--- src/rtl/fetch_queue_pkg.sv ---
// Shared fetch/decode constants: HALT opcode, opcode field geometry, PC step.
package fetch_queue_pkg;
  localparam int OP_W = 4;
  localparam logic [OP_W-1:0] HALT_OPCODE = 4'hF;

  // Byte distance between consecutive instructions.
  function automatic int pc_step(input int instr_w);
    return instr_w / 8;
  endfunction
endpackage

--- src/rtl/fetch_fifo.sv ---
// Synchronous FIFO with flush and occupancy count; read data is the head entry.
module fetch_fifo #(
  parameter int WIDTH = 8,
  parameter int DEPTH = 4,
  parameter int CNT_W = $clog2(DEPTH + 1)
) (
  input  logic             clk,
  input  logic             rst_n,
  input  logic             i_wr,
  input  logic [WIDTH-1:0] i_wdata,
  input  logic             i_rd,
  input  logic             i_flush,
  output logic [WIDTH-1:0] o_rdata,
  output logic [CNT_W-1:0] o_count
);
  localparam int PTR_W = (DEPTH > 1) ? $clog2(DEPTH) : 1;

  logic [WIDTH-1:0] r_mem [DEPTH];
  logic [PTR_W-1:0] r_wptr, r_rptr;
  logic [CNT_W-1:0] r_count;
  logic             w_wr, w_rd;

  assign w_rd    = i_rd && (r_count != '0);
  assign w_wr    = i_wr && ((r_count != CNT_W'(DEPTH)) || w_rd);
  assign o_rdata = r_mem[r_rptr];
  assign o_count = r_count;

  // DEPTH is a power of two, so pointers wrap naturally.
  always_ff @(posedge clk) begin
    if (!rst_n || i_flush) begin
      r_wptr  <= '0;
      r_rptr  <= '0;
      r_count <= '0;
    end else begin
      if (w_wr) r_wptr <= r_wptr + 1'b1;
      if (w_rd) r_rptr <= r_rptr + 1'b1;
      r_count <= r_count + CNT_W'(w_wr) - CNT_W'(w_rd);
    end
  end

  always_ff @(posedge clk) begin
    if (rst_n && w_wr && !i_flush) r_mem[r_wptr] <= i_wdata;
  end
endmodule

--- src/rtl/fetch_queue.sv ---
// Instruction-fetch front end: in-order issue to a latency-tolerant imem,
// prefetch queue of {pc, instr}, redirect flush and HALT stop.
module fetch_queue
  import fetch_queue_pkg::*;
#(
  parameter int                ADDR_W   = 16,
  parameter int                INSTR_W  = 16,
  parameter int                DEPTH    = 4,
  parameter logic [ADDR_W-1:0] RESET_PC = '0,
  parameter logic [OP_W-1:0]   HALT_OP  = HALT_OPCODE
) (
  input  logic               clk,
  input  logic               rst_n,
  output logic               imem_req,
  output logic [ADDR_W-1:0]  imem_addr,
  input  logic               imem_gnt,
  input  logic               imem_rvalid,
  input  logic [INSTR_W-1:0] imem_rdata,
  input  logic               redirect,
  input  logic [ADDR_W-1:0]  redirect_pc,
  output logic               out_valid,
  input  logic               out_ready,
  output logic [INSTR_W-1:0] out_instr,
  output logic [ADDR_W-1:0]  out_pc,
  output logic               hlt
);
  localparam int CNT_W = $clog2(DEPTH + 1);
  localparam int SUM_W = CNT_W + 1;
  localparam logic [ADDR_W-1:0] STEP = ADDR_W'(pc_step(INSTR_W));

  logic [ADDR_W-1:0]         r_fetch_pc;
  logic [CNT_W-1:0]          r_out, r_drop;
  logic                      r_halted;

  logic [CNT_W-1:0]          w_q_count, w_tag_count, w_out_next;
  logic [ADDR_W+INSTR_W-1:0] w_q_data;
  logic [ADDR_W-1:0]         w_tag_pc;
  logic [SUM_W-1:0]          w_busy;
  logic                      w_issue, w_enq, w_deq, w_is_halt, w_q_nonempty;

  assign w_busy    = SUM_W'(w_q_count) + SUM_W'(r_out);
  assign imem_req  = rst_n && !r_halted && !redirect && (w_busy < SUM_W'(DEPTH));
  assign imem_addr = r_fetch_pc;
  assign w_issue   = imem_req && imem_gnt;

  assign w_enq      = imem_rvalid && !redirect && (r_drop == '0);
  assign w_is_halt  = (imem_rdata[INSTR_W-1 -: OP_W] == HALT_OP);
  assign w_out_next = r_out + CNT_W'(w_issue) - CNT_W'(imem_rvalid);

  assign w_q_nonempty = (w_q_count != '0);
  assign out_valid    = w_q_nonempty && !redirect;
  assign w_deq        = out_valid && out_ready;
  assign out_pc       = w_q_nonempty ? w_q_data[ADDR_W+INSTR_W-1 -: ADDR_W] : '0;
  assign out_instr    = w_q_nonempty ? w_q_data[INSTR_W-1:0] : '0;
  assign hlt          = r_halted && !w_q_nonempty;

  // In-flight PC tags. Tags behind a HALT are discarded with the flush, so
  // only responses that are actually enqueued pop a tag.
  fetch_fifo #(.WIDTH(ADDR_W), .DEPTH(DEPTH)) u_tag_fifo (
    .clk     (clk),
    .rst_n   (rst_n),
    .i_wr    (w_issue),
    .i_wdata (r_fetch_pc),
    .i_rd    (w_enq),
    .i_flush (redirect || (w_enq && w_is_halt)),
    .o_rdata (w_tag_pc),
    .o_count (w_tag_count)
  );

  fetch_fifo #(.WIDTH(ADDR_W + INSTR_W), .DEPTH(DEPTH)) u_inst_fifo (
    .clk     (clk),
    .rst_n   (rst_n),
    .i_wr    (w_enq),
    .i_wdata ({w_tag_pc, imem_rdata}),
    .i_rd    (w_deq),
    .i_flush (redirect),
    .o_rdata (w_q_data),
    .o_count (w_q_count)
  );

  always_ff @(posedge clk) begin
    if (!rst_n) begin
      r_fetch_pc <= RESET_PC;
      r_out      <= '0;
      r_drop     <= '0;
      r_halted   <= 1'b0;
    end else if (redirect) begin
      // No issue this cycle; everything still outstanding becomes stale.
      r_fetch_pc <= redirect_pc;
      r_out      <= w_out_next;
      r_drop     <= w_out_next;
      r_halted   <= 1'b0;
    end else begin
      if (w_issue) r_fetch_pc <= r_fetch_pc + STEP;
      r_out <= w_out_next;
      if (w_enq && w_is_halt) begin
        r_halted <= 1'b1;
        r_drop   <= w_out_next;
      end else if (imem_rvalid && (r_drop != '0)) begin
        r_drop <= r_drop - 1'b1;
      end
    end
  end

  a_rvalid_outstanding: assert property (@(posedge clk) disable iff (!rst_n)
    imem_rvalid |-> (r_out != '0));
  a_tags_bounded: assert property (@(posedge clk) disable iff (!rst_n)
    w_tag_count <= r_out);
endmodule
--- config.mk ---
export PLATFORM = sky130hd
export DESIGN_NAME = fetch_queue
export DESIGN_NICKNAME = d
export VERILOG_FILES = /design/src/rtl/fetch_queue_pkg.sv /design/src/rtl/fetch_fifo.sv /design/src/rtl/fetch_queue.sv
export SDC_FILE = /design/constraint.sdc
export NUM_CORES = 1
export LEC_CHECK = 0
export ABC_AREA = 1
export CAP_MARGIN = 20
export CORE_ASPECT_RATIO = 1.2
export CORE_MARGIN = 4
export CORE_UTILIZATION = 58
export DETAILED_ROUTE_END_ITERATION = 8
export PLACE_DENSITY_LB_ADDON = 0.15
export SLEW_MARGIN = 0
export SYNTH_ARGS = -nofsm -noshare
export SYNTH_HDL_FRONTEND = slang
export SYNTH_HIERARCHICAL = 1
export SYNTH_SLANG_ARGS = --single-unit
export TNS_END_PERCENT = 10
--- constraint.sdc ---
create_clock -name clk -period 5.05 [get_ports clk]
set_input_delay 1.515 -clock clk [delete_from_list [all_inputs] [get_ports clk]]
set_output_delay 1.515 -clock clk [all_outputs]
set_load 0.02 [all_outputs]
==> qor.csv <==
stage;metric;value;unit
cts;clkSinkCount;233;
cts;cts-resized-gates;0;
critical_path;setup.worst_path.end_class;primary output;
route;dr.pass1.iters;5;
worst_hold_path;hp-class;reg2reg;
critical_path;r2r_end;u_inst_fifo/o_count[2]$_SDFF_PP0_;
route;drt_iter0_markers;451;
final_layout;nets;1079;
floorplanning;row_count;52;
cts;cts_buffers;23;
floorplanning;coreArea;17000;um^2
logic_synthesis;ys_ff_latch;233;
power;powerDensity;333;nW/um^2
logic_synthesis;synth_cell_types;34;
logic_synthesis;synth-seq-area-share;0.650;
cts;postCtsSetupBuffers;0;
power;vdd_ir_drop_max;0.000228;V
logic_synthesis;synthCells;926;
logic_synthesis;syn_area;10100;um^2
floorplanning;fp.dieH;153;um
sta;finalSetupViolations;0;
cts;clk_pin_slew;0.06;ns
cts;h-tree-depth;1;
critical_path;setup.worst_path.class;in2out;
global_route;grt_max_degree;65;
sta;fin_crit;4.46;ns
power;p_int;3090;uW
place;portBuffers;88;
status;status;finished, final reports clean;
route;detail_route.vias_per_cell;5.31;
cts;clock_latency;0.50;ns
logic_synthesis;avgSynthCellArea;10.9;um^2
final_layout;area.growth.synth_to_final;16.7;%
route;drc;0;
sta;setup_ws;0.594;ns
cts;holdBufCountCts;0;
cts;clk_path_buf_depth;3;
route;routedWlPerCell;15.2;um
power;pwr-share-comb;0.069;
route;antenna_left;0;
global_route;grt_overflow_total;0;
global_route;antenna_found_initial;0;
sta;tightest_slew;0.668;ns
floorplanning;dieArea;19700;um^2
critical_path;start_kind;input pin;
power;swShare;0.214;
critical_path;arrival;2.94;ns
final_layout;drive_gt1_frac;0.0936;
route;via_count;6649;
sta;maxSlewViolCount;0;
place;routabilityCongestion;0.819;
worst_hold_path;min_to;r_drop[1]$_SDFFE_PN0P_;
logic_synthesis;synth_warnings;6;
power;leakage;0.00440;uW
global_route;grt_pass1_wl;31.1;mm
logic_synthesis;synth_nets;986;
power;p_clk_frac;0.387;
global_route;grt_pass1_vias;6401;
critical_path;cp.required;3.54;ns
global_route;grt.total_usage;0.194;
critical_path;r2r-start;u_inst_fifo/o_count[1]$_SDFF_PP0_;
logic_synthesis;synth-edff-count;192;
worst_hold_path;hold_start;r_drop[1]$_SDFFE_PN0P_;
sta;hold_viol;0;
floorplanning;die_w;129;um
worst_hold_path;whs_path_depth;2;
cts;root_buffer;clkbuf_16;
place;place_hpwl;11.7;mm
cts;cts_tree;done;
sta;rsz0062_at_grt;no;
flow_run;maxCapViolCount;0;
power;seq_power_share;0.545;
floorplanning;initial_core_util;0.595;
place;place_ws;0.578;ns
critical_path;r2r_setup_slack;2.18;ns
logic_synthesis;synth-main-ff-cell;edfxtp_1;
sta;skew;0.0130;ns
sta;fin_tns_setup;0;ns
critical_path;reg2reg_depth;14;
floorplanning;top_level_ports;89;
place;dp_cells;1210;
final_layout;diodes;0;
critical_path;crit_fanout;22;
power;p_sw;842;uW
final_layout;instances_no_fill;1252;
route;drt-total-wl;19.0;mm
logic_synthesis;synthArstFlopShare;0;
sta;fin_crit_sh;0.882;
final_layout;fillers;1271;
sta;slew_headroom;0.553;
sta;max_freq;224;MHz
[kinds of logic after synthesis]
logic type      Yosys count  synth area share
compound gates          170             0.101
xor+xnor                 10           0.00864
fa+ha+maj                22            0.0294
buf+inv                 141            0.0667
flops                   233             0.650
simple gates            350             0.144
[Yosys cell counts (9+ instances only)]
cell | number | share of area
nand2_1 | 106 | 0.039
o21ai_2 | 10 | 0.0086
o22ai_2 | 11 | 0.014
edfxtp_1 | 192 | 0.57
inv_1 | 96 | 0.036
clkbuf_1 | 9 | 0.0033
nor2_1 | 181 | 0.067
nand3_1 | 41 | 0.020
dfxtp_1 | 41 | 0.081
o21ai_0 | 47 | 0.023
o21ai_1 | 46 | 0.023
buf_6 | 14 | 0.016
a21oi_1 | 16 | 0.0079
o22ai_1 | 37 | 0.023
ha_1 | 19 | 0.023
[flip-flops by register name (all words and copies together) (netlist names), named ones only]
register and cells:
imem_addr 16, r_drop 3, r_halted 1, r_out 3, u_inst_fifo/o_count 3, u_inst_fifo/r_mem 128
u_inst_fifo/r_rptr 2, u_inst_fifo/r_wptr 2, u_tag_fifo/o_count 3, u_tag_fifo/r_mem 64, u_tag_fifo/r_rptr 2, u_tag_fifo/r_wptr 2
[stage by stage]
| step | power (uW) | hold slack [ns] | utilization | area, um^2 |
|---|---|---|---|---|
| CTS | 3970 | 0.472 | 0.694 | 11800 |
| global placement | 2450 | 0.460 | 0.654 | 11200 |
| finish | 3940 | 0.468 | 0.694 | 11800 |
| global route | 4090 | 0.494 | 0.694 | 11800 |
| floorplan | 2340 | 0.444 | - | 10100 |
| detailed placement | 2450 | 0.463 | 0.654 | 11200 |
[critical path, stage by stage]
cell,delay [ns]
clkdlybuf4s50_1,0.52
buf_4,0.28
nor2_1,0.08
clkdlybuf4s50_1,0.54
[worst max-delay path by stage]
stage | start | endpoint | cells past startpoint
final | redirect | out_valid | 4
after detailed placement | redirect | out_valid | 4
after global routing | redirect | out_valid | 4
after global placement | redirect | out_valid | 4
after floorplan | redirect | u_inst_fifo/r_mem[0][0]$_DFFE_PP_ | 6
after CTS | redirect | out_valid | 4
[per-layer routing]
metal / track usage / part of all wire
met1: 0.251 / 0.42
met2: 0.347 / 0.52
met3: 0.0258 / 0.048
met4: 0.0445 / 0.014
met5: 0 / 0
[final cells by class]
cell class / instances / area (um^2) / area share
inverters: 105 / 404 / 0.0341
repair buffers: 104 / 1000 / 0.0846
well taps: 216 / 270 / 0.0228
clock buffers: 31 / 626 / 0.0529
flip-flops and latches: 233 / 6590 / 0.557
clock inverters: 11 / 55.1 / 0.00465
multi-input cells: 552 / 2890 / 0.244
[cell usage in the layout, fill, tap and decap left out, types with 7 or more instances in the layout]
| cell | instances |
|---|---|
| edfxtp_1 | 192 |
| nor2_1 | 177 |
| nand2_1 | 106 |
| inv_1 | 96 |
| clkdlybuf4s50_1 | 88 |
| o21ai_0 | 47 |
| o21ai_1 | 46 |
| nand3_1 | 41 |
| dfxtp_1 | 40 |
| o22ai_1 | 37 |
| clkbuf_16 | 23 |
| ha_1 | 19 |
| a21oi_1 | 16 |
| buf_4 | 16 |
| o22ai_2 | 11 |
| o21ai_2 | 10 |
| xor2_1 | 8 |
| inv_2 | 7 |
| nor2_2 | 7 |
[power groups by stage]
stage | registers [uW] | logic [uW] | clock network, uW
6_report | 2140 | 270 | 1520
5_1_grt | 2150 | 304 | 1640
2_1_floorplan | 2180 | 158 | 0
3_5_place_dp | 2180 | 270 | 0
4_1_cts | 2140 | 273 | 1550
3_3_place_gp | 2180 | 266 | 0
Note: power is estimated with default switching activity, not from simulation.
